$ cat src/rtl/alu_issue_pkg.sv
// Shared constants, encodings, FSM states and the instruction decoder for alu_issue.
package alu_issue_pkg;

    // RV32 major opcodes handled by this block
    localparam logic [6:0] OPC_OP_IMM = 7'b0010011;
    localparam logic [6:0] OPC_OP     = 7'b0110011;

    // funct7 values: base encoding and the SUB/SRA alternate
    localparam logic [6:0] F7_BASE = 7'b0000000;
    localparam logic [6:0] F7_ALT  = 7'b0100000;

    // Operation codes understood by the downstream ALU ({instr[30], funct3})
    typedef enum logic [3:0] {
        ALU_ADD  = 4'b0000,
        ALU_SLL  = 4'b0001,
        ALU_SLT  = 4'b0010,
        ALU_SLTU = 4'b0011,
        ALU_XOR  = 4'b0100,
        ALU_SRL  = 4'b0101,
        ALU_OR   = 4'b0110,
        ALU_AND  = 4'b0111,
        ALU_SUB  = 4'b1000,
        ALU_SRA  = 4'b1101
    } alu_op_e;

    typedef enum logic [1:0] {
        IDLE,
        READ,
        EXEC,
        WB
    } state_e;

    typedef struct packed {
        logic       fault;
        logic       use_imm;
        logic [3:0] op;
    } decode_t;

    // Classify an instruction word and pick the ALU operation and B-bus source.
    function automatic decode_t decode_instr(input logic [31:0] instr, input int num_regs);
        decode_t    d;
        logic [6:0] funct7;
        logic [2:0] funct3;
        funct7    = instr[31:25];
        funct3    = instr[14:12];
        d.fault   = 1'b0;
        d.use_imm = 1'b0;
        d.op      = ALU_ADD;
        case (instr[6:0])
            OPC_OP: begin
                d.op = {instr[30], funct3};
                if (funct7 != F7_BASE && funct7 != F7_ALT)
                    d.fault = 1'b1;
                if (funct7 == F7_ALT && funct3 != 3'b000 && funct3 != 3'b101)
                    d.fault = 1'b1;
                if (int'(instr[24:20]) >= num_regs)
                    d.fault = 1'b1;
            end
            OPC_OP_IMM: begin
                d.use_imm = 1'b1;
                if (funct3 == 3'b101) begin
                    // Only shifts take instr[30]; ADDI with imm bit 10 set stays ADD
                    d.op = instr[30] ? ALU_SRA : ALU_SRL;
                    if (funct7 != F7_BASE && funct7 != F7_ALT)
                        d.fault = 1'b1;
                end else begin
                    d.op = {1'b0, funct3};
                    if (funct3 == 3'b001 && funct7 != F7_BASE)
                        d.fault = 1'b1;
                end
            end
            default: d.fault = 1'b1;
        endcase
        if (int'(instr[11:7]) >= num_regs || int'(instr[19:15]) >= num_regs)
            d.fault = 1'b1;
        return d;
    endfunction

endpackage

$ cat src/rtl/alu_issue_regfile.sv
// Architectural register file: two registered read ports, one write port, one combinational debug port.
module alu_issue_regfile #(
    parameter int DATA_WIDTH = 32,
    parameter int NUM_REGS   = 16
) (
    input  logic                  clk,
    input  logic                  reset,
    input  logic                  rd_en,
    input  logic [4:0]            rs1_addr,
    input  logic [4:0]            rs2_addr,
    output logic [DATA_WIDTH-1:0] rs1_data,
    output logic [DATA_WIDTH-1:0] rs2_data,
    input  logic                  wr_en,
    input  logic [4:0]            wr_addr,
    input  logic [DATA_WIDTH-1:0] wr_data,
    input  logic [4:0]            dbg_addr,
    output logic [DATA_WIDTH-1:0] dbg_data
);
    localparam int AW = $clog2(NUM_REGS);

    logic [DATA_WIDTH-1:0] mem [NUM_REGS];

    // Write port; x0 and out-of-range addresses are discarded
    always_ff @(posedge clk or posedge reset) begin
        if (reset) begin
            // NOTE: the whole array is cleared on reset because software relies on all registers reading 0; this costs a reset net on every bit.
            for (int i = 0; i < NUM_REGS; i++)
                mem[i] <= '0;
        end else if (wr_en && wr_addr != 5'd0 && int'(wr_addr) < NUM_REGS) begin
            mem[wr_addr[AW-1:0]] <= wr_data;
        end
    end

    // Registered read ports; values hold until the next enabled read
    always_ff @(posedge clk or posedge reset) begin
        if (reset) begin
            // NOTE: sequential state always uses non-blocking assignment so every flop samples pre-edge values.
            rs1_data <= '0;
            rs2_data <= '0;
        end else if (rd_en) begin
            rs1_data <= (rs1_addr != 5'd0 && int'(rs1_addr) < NUM_REGS) ? mem[rs1_addr[AW-1:0]] : '0;
            rs2_data <= (rs2_addr != 5'd0 && int'(rs2_addr) < NUM_REGS) ? mem[rs2_addr[AW-1:0]] : '0;
        end
    end

    // Combinational debug read; x0 and unimplemented registers read as 0
    always_comb begin
        dbg_data = '0;
        if (dbg_addr != 5'd0 && int'(dbg_addr) < NUM_REGS)
            dbg_data = mem[dbg_addr[AW-1:0]];
    end

endmodule

$ cat src/rtl/alu_issue.sv
// Issue stage: decodes one OP/OP-IMM instruction, reads operands, drives the ALU and writes back.
module alu_issue
    import alu_issue_pkg::*;
#(
    parameter int DATA_WIDTH = 32,
    parameter int NUM_REGS   = 16,
    parameter int OP_WIDTH   = 4
) (
    input  logic                  clk,
    input  logic                  reset,
    input  logic                  instr_valid,
    output logic                  instr_ready,
    input  logic [31:0]           instr,
    output logic [OP_WIDTH-1:0]   alu_op,
    output logic [DATA_WIDTH-1:0] alu_a,
    output logic [DATA_WIDTH-1:0] alu_b,
    input  logic [DATA_WIDTH-1:0] alu_out,
    input  logic                  alu_fault,
    output logic                  done,
    output logic                  fault,
    input  logic [4:0]            dbg_addr,
    output logic [DATA_WIDTH-1:0] dbg_data
);
    state_e                state, state_next;
    decode_t               dec;
    logic                  rf_re, rf_we;
    logic [DATA_WIDTH-1:0] rs1_val, rs2_val;

    // Fields captured at accept
    logic [4:0]            rd_q, rs1_q, rs2_q;
    logic [11:0]           imm_q;
    logic                  fault_q;
    logic                  use_imm_q;
    logic [3:0]            op_q;

    // B-bus source captured on entry to EXEC, held afterwards
    logic                  b_imm_sel;
    logic [DATA_WIDTH-1:0] b_imm;

    assign dec = decode_instr(instr, NUM_REGS);

    // State register; reset abandons any in-flight instruction
    always_ff @(posedge clk or posedge reset) begin
        if (reset)
            state <= IDLE;
        else
            state <= state_next;
    end

    // Next-state and handshake/retire outputs
    always_comb begin
        // NOTE: every output gets a default before the case so no path leaves one unassigned and infers a latch.
        state_next  = state;
        instr_ready = 1'b0;
        done        = 1'b0;
        fault       = 1'b0;
        rf_re       = 1'b0;
        rf_we       = 1'b0;
        case (state)
            IDLE: begin
                instr_ready = 1'b1;
                if (instr_valid)
                    state_next = dec.fault ? WB : READ;
            end
            READ: begin
                rf_re      = 1'b1;
                state_next = EXEC;
            end
            EXEC: state_next = WB;
            WB: begin
                done       = 1'b1;
                fault      = fault_q | alu_fault;
                rf_we      = !fault_q && !alu_fault && (rd_q != 5'd0);
                state_next = IDLE;
            end
            default: state_next = IDLE;
        endcase
    end

    // Capture the accepted instruction's fields and decode result
    always_ff @(posedge clk or posedge reset) begin
        if (reset) begin
            rd_q      <= '0;
            rs1_q     <= '0;
            rs2_q     <= '0;
            imm_q     <= '0;
            fault_q   <= 1'b0;
            use_imm_q <= 1'b0;
            op_q      <= '0;
        end else if (state == IDLE && instr_valid) begin
            rd_q      <= instr[11:7];
            rs1_q     <= instr[19:15];
            rs2_q     <= instr[24:20];
            imm_q     <= instr[31:20];
            fault_q   <= dec.fault;
            use_imm_q <= dec.use_imm;
            op_q      <= dec.op;
        end
    end

    // ALU op and B-bus source update on the READ->EXEC edge, alongside the operand reads
    always_ff @(posedge clk or posedge reset) begin
        if (reset) begin
            alu_op    <= '0;
            b_imm_sel <= 1'b0;
            b_imm     <= '0;
        end else if (state == READ) begin
            alu_op    <= OP_WIDTH'(op_q);
            b_imm_sel <= use_imm_q;
            b_imm     <= {{(DATA_WIDTH-12){imm_q[11]}}, imm_q};
        end
    end

    assign alu_a = rs1_val;
    assign alu_b = b_imm_sel ? b_imm : rs2_val;

    alu_issue_regfile #(
        .DATA_WIDTH (DATA_WIDTH),
        .NUM_REGS   (NUM_REGS)
    ) u_regfile (
        .clk      (clk),
        .reset    (reset),
        .rd_en    (rf_re),
        .rs1_addr (rs1_q),
        .rs2_addr (rs2_q),
        .rs1_data (rs1_val),
        .rs2_data (rs2_val),
        .wr_en    (rf_we),
        .wr_addr  (rd_q),
        .wr_data  (alu_out),
        .dbg_addr (dbg_addr),
        .dbg_data (dbg_data)
    );

endmodule

$ cat config.mk
export PLATFORM = sky130hd
export DESIGN_NAME = alu_issue
export DESIGN_NICKNAME = d
export VERILOG_FILES = /design/src/rtl/alu_issue_pkg.sv /design/src/rtl/alu_issue_regfile.sv /design/src/rtl/alu_issue.sv
export SDC_FILE = /design/constraint.sdc
export NUM_CORES = 2
export LEC_CHECK = 0
export CAP_MARGIN = 0
export CORE_UTILIZATION = 40
export DETAILED_ROUTE_END_ITERATION = 10
export GPL_TIMING_DRIVEN = 0
export PLACE_DENSITY = 0.67
export SLEW_MARGIN = 20
export SYNTH_ARGS = -nofsm -noshare
export SYNTH_HDL_FRONTEND = slang
export SYNTH_SLANG_ARGS = --single-unit
$ cat constraint.sdc
create_clock -name clk -period 36.1 [get_ports clk]
set_input_delay 3.61 -clock clk [delete_from_list [all_inputs] [get_ports clk]]
set_output_delay 3.61 -clock clk [all_outputs]
set_load 0.02 [all_outputs]
Yosys cells after proc, flatten, opt, wreduce, memory -nomap -nowiden
Cells that the tools add are included.
- bits in registers: 628
- bits in latches: 0
- memory bits (writable): 0
- bits in read-only memories: 0
- bits of input ports: 73
- output and inout bits: 103
- word-level logic and storage cells: 115
- memories kept: 0
- add/sub/neg operators: 0
- multiply operators: 0
- divide/modulo/power cells: 0
- order comparisons: 12
- equal/unequal tests: 11
- shift operators: 0
- multiplexer cells: 35
- bitwise logic cells: 5
- reductions and logical operators: 23
- operator list (cell ; count):
    $bwmux 512 ; 1
    $bmux 32 s4 ; 3
    $mux 32 ; 11
    $demux 32 s4 ; 1
    $ge 5x5->1 const B ; 7
    $lt 5x5->1 const B ; 4
    $not 4->5 ; 4
    $reduce_bool 5->1 ; 4
    $eq 7x6->1 const B ; 2
    $logic_and 1x1->1 ; 13
    $mux 1 ; 12
    $mux 4 ; 2
    $pmux 2 s4 ; 1
    $pmux 4 s2 ; 1
    $eq 7x5->1 const B ; 1
    $ne 7x6->1 const B ; 1
    $reduce_bool 7->1 ; 1
    $lt 5x1->1 const B ; 1
    $eq 2x2->1 const B ; 2
    $mux 2 ; 2
    $eq 3x1->1 const B ; 1
    $eq 3x3->1 const B ; 1
    $ne 3x3->1 const B ; 1
    $reduce_bool 3->1 ; 1
    other kinds (7) ; 8

Depth between registers and ports, before layout
- depth after elaboration: 10
- gate-level depth with buffers: 8
- mapped depth without buffers: 6

Modules after synthesis
A second synthesis with hierarchy kept.
- cells, all modules: 2531
- area total of the unflattened synthesis: 35992.0 µm²
- modules (own cells, without submodules) (module ; times used ; cells each ; area an instance (µm²) ; sequential area each (µm²)):
    alu_issue_regfile ; 1 ; 2331 ; 33696.1 ; 14413.8
    alu_issue ; 1 ; 200 ; 2296.0 ; 1176.1

Worst setup path after synthesis
No wires, ideal clock.
- kind: input -> output
- start: input dbg_addr[1]
- end: output dbg_data[30]
- arrival: 5.356 ns
- required time: 32.490 ns
- slack: 27.134 ns
- stages on the path: 6
- buffers on the path: 3
- cell sequence: clkbuf_1 -> clkbuf_1 -> buf_1 -> nand2_1 -> o211a_1 -> o32ai_1
- cells in the longest elaborated chain, start to end: 5
- elaborated cells on any way between the ends: 8
- those cells by class: order compare: 1; mux: 4; bitwise: 1; reduce/logical: 2
- RTL lines (what ; RTL line ; RTL):
    start: declaration ; alu_issue.sv:21 ; input logic [4:0] dbg_addr,
    $not 4->5 (not written as such) ; alu_issue_regfile.sv:50 ; dbg_data = mem[dbg_addr[AW-1:0]];
    $bmux 32 s4 ; alu_issue_regfile.sv:50 ;
    $mux 32 (not written as such) (2 in a row) ; alu_issue_regfile.sv:50 ;
    $mux 32 (*) ; alu_issue_regfile.sv:49 ; if (dbg_addr != 5'd0 && int'(dbg_addr) < NUM_REGS)
    end: declaration ; alu_issue.sv:22 ; output logic [DATA_WIDTH-1:0] dbg_data
Every way passes the cells marked *; elsewhere a longest branch is shown, timed or not. The select of a mux whose other input is x is not followed.

Worst setup path in the final report
- start: input dbg_addr[2]
- end: output dbg_data[10]
The elaborated chain is that of the path after synthesis.

==> impl_metrics.xml <==
<?xml version="1.0" encoding="UTF-8"?>
<metrics>
  <group name="placed_design">
    <metric name="hpwlAfterDp" unit="µm">92900</metric>
    <metric name="gp_routability_congestion" unit="">0.978</metric>
    <metric name="placed_area" unit="µm²">38800</metric>
    <metric name="port-buffer-count" unit="">173</metric>
  </group>
  <group name="grt">
    <metric name="grt_pass1_vias" unit="">27000</metric>
    <metric name="antenna_found_initial" unit="">1</metric>
    <metric name="pin_count_of_the_biggest_net_entering_global_routing" unit="">101</metric>
    <metric name="global_route.overflow_total" unit="">0</metric>
    <metric name="grt_use_total" unit="%">30.2</metric>
    <metric name="first_pass_grt_wire_length" unit="µm">194000</metric>
  </group>
  <group name="route">
    <metric name="routed_wl" unit="µm">135000</metric>
    <metric name="drt_drc_violations_left" unit="">0</metric>
    <metric name="routed_via_density" unit="">6.63</metric>
    <metric name="drt_first_iter_violations" unit="">3450</metric>
    <metric name="count_of_vias_placed_by_the_detailed_router" unit="">26200</metric>
    <metric name="routed_wirelength_normalized_by_instance_count" unit="µm">34.1</metric>
    <metric name="route.antenna.remaining_nets" unit="">0</metric>
    <metric name="dr.pass1.iters" unit="">6</metric>
  </group>
  <group name="sta">
    <metric name="max_clock_freq" unit="GHz">0.0859</metric>
    <metric name="timing_worst_slew_pin_value" unit="ps">1240</metric>
    <metric name="setup_violations" unit="">0</metric>
    <metric name="totalNegativeSetupSlack" unit="ps">0</metric>
    <metric name="finClkSkew" unit="ps">36.5</metric>
    <metric name="rsz0062_at_grt" unit="">false</metric>
    <metric name="report.final.slew_viol_count" unit="">0</metric>
    <metric name="final.period_utilization" unit="%">32.2</metric>
    <metric name="maxSlewHeadroom" unit="%">17.7</metric>
    <metric name="timing.final.hold_violations" unit="">0</metric>
    <metric name="post-route-min-period" unit="ps">11640</metric>
  </group>
  <group name="synth">
    <metric name="synthesis.area" unit="µm²">35400</metric>
    <metric name="synth-edff-count" unit="">0</metric>
    <metric name="post_synth_mux_area_share" unit="%">41.8</metric>
    <metric name="synth_top_family_by_area" unit="">multiplexers</metric>
    <metric name="ys_types" unit="">50</metric>
    <metric name="area_share_of_fa_ha_maj_cells_after_synthesis" unit="%">0.141</metric>
    <metric name="asyncSetResetFlopFracSynth" unit="%">100</metric>
    <metric name="ys_dominant_reg_cell" unit="">sky130_fd_sc_hd__dfrtp_1</metric>
    <metric name="synth_sequential_area_ratio" unit="%">44.0</metric>
    <metric name="yosysWarnings" unit="">0</metric>
    <metric name="postSynthNetCount" unit="">2567</metric>
    <metric name="synth_xor_area_share" unit="%">0.0247</metric>
    <metric name="synth_simple_gate_area_share" unit="%">2.49</metric>
    <metric name="synth-compound-area-share" unit="%">7.44</metric>
    <metric name="netlist_instances" unit="">2490</metric>
    <metric name="synth_seq_cells" unit="">623</metric>
    <metric name="average_footprint_of_a_synthesized_cell" unit="µm²">14.2</metric>
  </group>
  <group name="floorplan">
    <metric name="die_height" unit="µm">300</metric>
    <metric name="floorplan.rows" unit="">108</metric>
    <metric name="initial_util" unit="%">40.6</metric>
    <metric name="design.portCount" unit="">176</metric>
    <metric name="fp.dieArea" unit="µm²">89700</metric>
    <metric name="die-width" unit="µm">300</metric>
    <metric name="core-area" unit="µm²">87300</metric>
  </group>
  <group name="clocking">
    <metric name="cts_num_sinks" unit="">623</metric>
    <metric name="cts-root-to-sink-buffers" unit="">3</metric>
    <metric name="cts_root_buf" unit="">sky130_fd_sc_hd__clkbuf_16</metric>
    <metric name="cts.repair_timing.setup_buffer_count" unit="">0</metric>
    <metric name="htree_levels" unit="">3</metric>
    <metric name="cts_tree" unit="">built</metric>
    <metric name="numCtsBuffers" unit="">71</metric>
    <metric name="path_clk_slew" unit="ps">60</metric>
    <metric name="clkLatencyLatePin" unit="ps">640</metric>
    <metric name="holdBufCountCts" unit="">0</metric>
    <metric name="post_cts.resized_instances" unit="">0</metric>
  </group>
  <group name="power_and_ir_drop">
    <metric name="total_power" unit="mW">3.07</metric>
    <metric name="cellPowerDensity" unit="nW/µm²">74.9</metric>
    <metric name="leakage" unit="nW">17.8</metric>
    <metric name="vdd.ir_drop.worst" unit="mV">0.0419</metric>
  </group>
  <group name="critical_path">
    <metric name="crit_family" unit="">buffers and inverters</metric>
    <metric name="crit_fanout" unit="">10</metric>
    <metric name="critPathRequiredTime" unit="ps">32490</metric>
    <metric name="count_of_buffer_and_inverter_cells_on_the_critical_path" unit="">5</metric>
    <metric name="worst_setup_path_end_kind" unit="">primary output</metric>
    <metric name="max_stage_delay" unit="ps">960</metric>
    <metric name="crit_slowest_cell" unit="">sky130_fd_sc_hd__buf_1</metric>
    <metric name="critical_path_arrival" unit="ps">8030</metric>
    <metric name="crit_chain" unit="">clkdlybuf4s50_1 &gt; clkbuf_1 &gt; clkbuf_1 &gt; buf_1 &gt; mux2i_1 &gt; o32ai_1 &gt; clkdlybuf4s50_1</metric>
    <metric name="start_kind" unit="">input port</metric>
    <metric name="timing_worst_setup_path_type" unit="">in -&gt; out</metric>
  </group>
  <group name="status">
    <metric name="run_status" unit="">complete, no violations</metric>
  </group>
  <group name="layout">
    <metric name="num-fill-cells" unit="">7692</metric>
    <metric name="flow.area_growth_from_synthesis" unit="%">15.8</metric>
    <metric name="final-seq-area" unit="µm²">15600</metric>
    <metric name="fin_util" unit="%">47.0</metric>
    <metric name="final_layout_size_suffix_gt1_share" unit="%">38.6</metric>
    <metric name="multi_input_comb_area" unit="µm²">18400</metric>
    <metric name="area_of_all_placed_cells_without_fillers" unit="µm²">41000</metric>
    <metric name="final_net_count" unit="">2821</metric>
  </group>
  <group name="flow_run">
    <metric name="cap_violations" unit="">0</metric>
  </group>
  <group name="hold_path">
    <metric name="hp-class" unit="">reg -&gt; reg</metric>
  </group>
</metrics>
## cells in the mapped netlist, types with 2 or more instances
library cell               instances  area (µm²)
sky130_fd_sc_hd__or4b_2            2        20.0
sky130_fd_sc_hd__mux2i_1         116        1160
sky130_fd_sc_hd__o211ai_1         22         165
sky130_fd_sc_hd__a21oi_1           2        10.0
sky130_fd_sc_hd__o21ai_0          39         195
sky130_fd_sc_hd__dfrtp_1         623       15600
sky130_fd_sc_hd__o21a_1           11        82.6
sky130_fd_sc_hd__nor3_1            7        35.0
sky130_fd_sc_hd__mux2_2          567        6380
sky130_fd_sc_hd__buf_1            58         218
sky130_fd_sc_hd__mux2_1            5        56.3
sky130_fd_sc_hd__and4b_1           2        20.0
sky130_fd_sc_hd__buf_6             3        33.8
sky130_fd_sc_hd__clkbuf_1        184         691
sky130_fd_sc_hd__a22oi_1          64         480
sky130_fd_sc_hd__buf_4             4        30.0
sky130_fd_sc_hd__mux4_2          320        7210
sky130_fd_sc_hd__o221ai_1         64         561
sky130_fd_sc_hd__o211a_1          23         230
sky130_fd_sc_hd__nor2_1            6        22.5
sky130_fd_sc_hd__nor2b_1          35         219
sky130_fd_sc_hd__o22ai_1          22         138
sky130_fd_sc_hd__ha_1              4        50.1
sky130_fd_sc_hd__buf_2            39         195
sky130_fd_sc_hd__inv_1            70         263
sky130_fd_sc_hd__nor4bb_1          3        30.0
sky130_fd_sc_hd__a32o_1           10         100
sky130_fd_sc_hd__nand3_1           3        15.0
sky130_fd_sc_hd__a21boi_0         10        75.1
sky130_fd_sc_hd__and3b_1           2        17.5
sky130_fd_sc_hd__nand2b_1         25         156
sky130_fd_sc_hd__nand2_1          66         248
sky130_fd_sc_hd__a221o_1          22         220
sky130_fd_sc_hd__a211oi_1         10        75.1
sky130_fd_sc_hd__o32ai_1          32         280
## worst reg2reg max path: stages, from the launching register on
cell,delay (ps)
sky130_fd_sc_hd__dfrtp_1,320
sky130_fd_sc_hd__clkbuf_1,420
sky130_fd_sc_hd__clkbuf_1,860
sky130_fd_sc_hd__clkbuf_1,960
sky130_fd_sc_hd__mux4_2,440
sky130_fd_sc_hd__mux2i_1,260
sky130_fd_sc_hd__o221ai_1,160
## per-layer routing
metal	vias up	track usage, %	wire length [µm]
met5	-	0	0
met4	0	16.3	7690
met3	386	9.16	14700
met2	1739	46.0	61400
met1	13800	38.5	50900
li1	10300	-	-
## path summary, 6_finish.rpt
check,from,to,slack (ps),cells past startpoint
worst min-delay path,imm_q[10]$_DFFE_PP0P_,imm_q[10]$_DFFE_PP0P_,480,2
max in group asynchronous,reset,state[0]$_DFFE_PP0P_,31100,5
worst max register to register,rs2_q[2]$_DFFE_PP0P_,u_regfile.rs2_data[9]$_DFFE_PP0N_,32510,6
worst max-delay path,dbg_addr[2],dbg_data[10],24460,7
min in group asynchronous,reset,u_regfile.mem[411]$_DFFE_PP0P_,3390,2
worst min register to register,imm_q[10]$_DFFE_PP0P_,imm_q[10]$_DFFE_PP0P_,480,2
## registers in the layout, summed over array words and instances (netlist names), 2 cells and up
name	flops
rs1_q	5
state	2
rd_q	5
b_imm	12
op_q	4
rs2_q	4
alu_op	4
u_regfile.rs2_data	32
imm_q	8
u_regfile.mem	512
u_regfile.rs1_data	32
## cells in the final DEF (no fill, tap or decap), drive strengths merged, types with 2 or more instances in the layout
cell and instances:
mux2 572, and3b 2, nor4bb 3, dfrtp 623
buf 105, nor2 7, nor3 7, clkinv 14
nor4 2, a21boi 10, o32ai 32, nand2b 25
o21a 11, o221ai 64, o211a 23, clkdlybuf4s50 173
clkinvlp 3, mux2i 116, mux4 320, nand3 3
a22oi 64, ha 4, nor2b 35, nand2 66
a211oi 10, a221o 22, o21ai 39, inv 72
o22ai 22, or3 2, a21oi 2, bufinv 2
a32o 10, and4b 2, o211ai 22, or4b 3
clkbuf 291
## final cells by class
type | instances | area share, %
Antenna cell | 1 | 0.00610
Buffer | 289 | 2.93
Clock buffer | 99 | 4.89
Clock inverter | 21 | 0.442
Inverter | 70 | 0.659
Multi-Input combinational cell | 1508 | 44.8
Sequential cell | 623 | 38.0
Tap cell | 1155 | 3.52
Timing Repair Buffer | 181 | 4.72
## where the power goes
part	switching [mW]	internal, mW
combinational	0.641	0.608
clock	0.303	0.401
sequential	0.207	0.913
total	1.15	1.92
## through the flow
| step | setup slack (ps) | instances | hold slack (ps) |
|---|---|---|---|
| 3_3_place_gp | 7980 | 3818 | 467 |
| 5_1_grt | 24470 | 3946 | 520 |
| 6_report | 24460 | 3947 | 484 |
| 3_5_place_dp | 24540 | 3825 | 464 |
| 2_1_floorplan | 15040 | 2490 | 441 |
| 4_1_cts | 24520 | 3945 | 485 |
## cell families after synthesis
family,Yosys count
fa+ha+maj,4
compound gates,334
simple gates,161
buf+inv,359
xor+xnor,1
mux,1008
flops,623
Note: power is estimated with default switching activity, not from simulation.
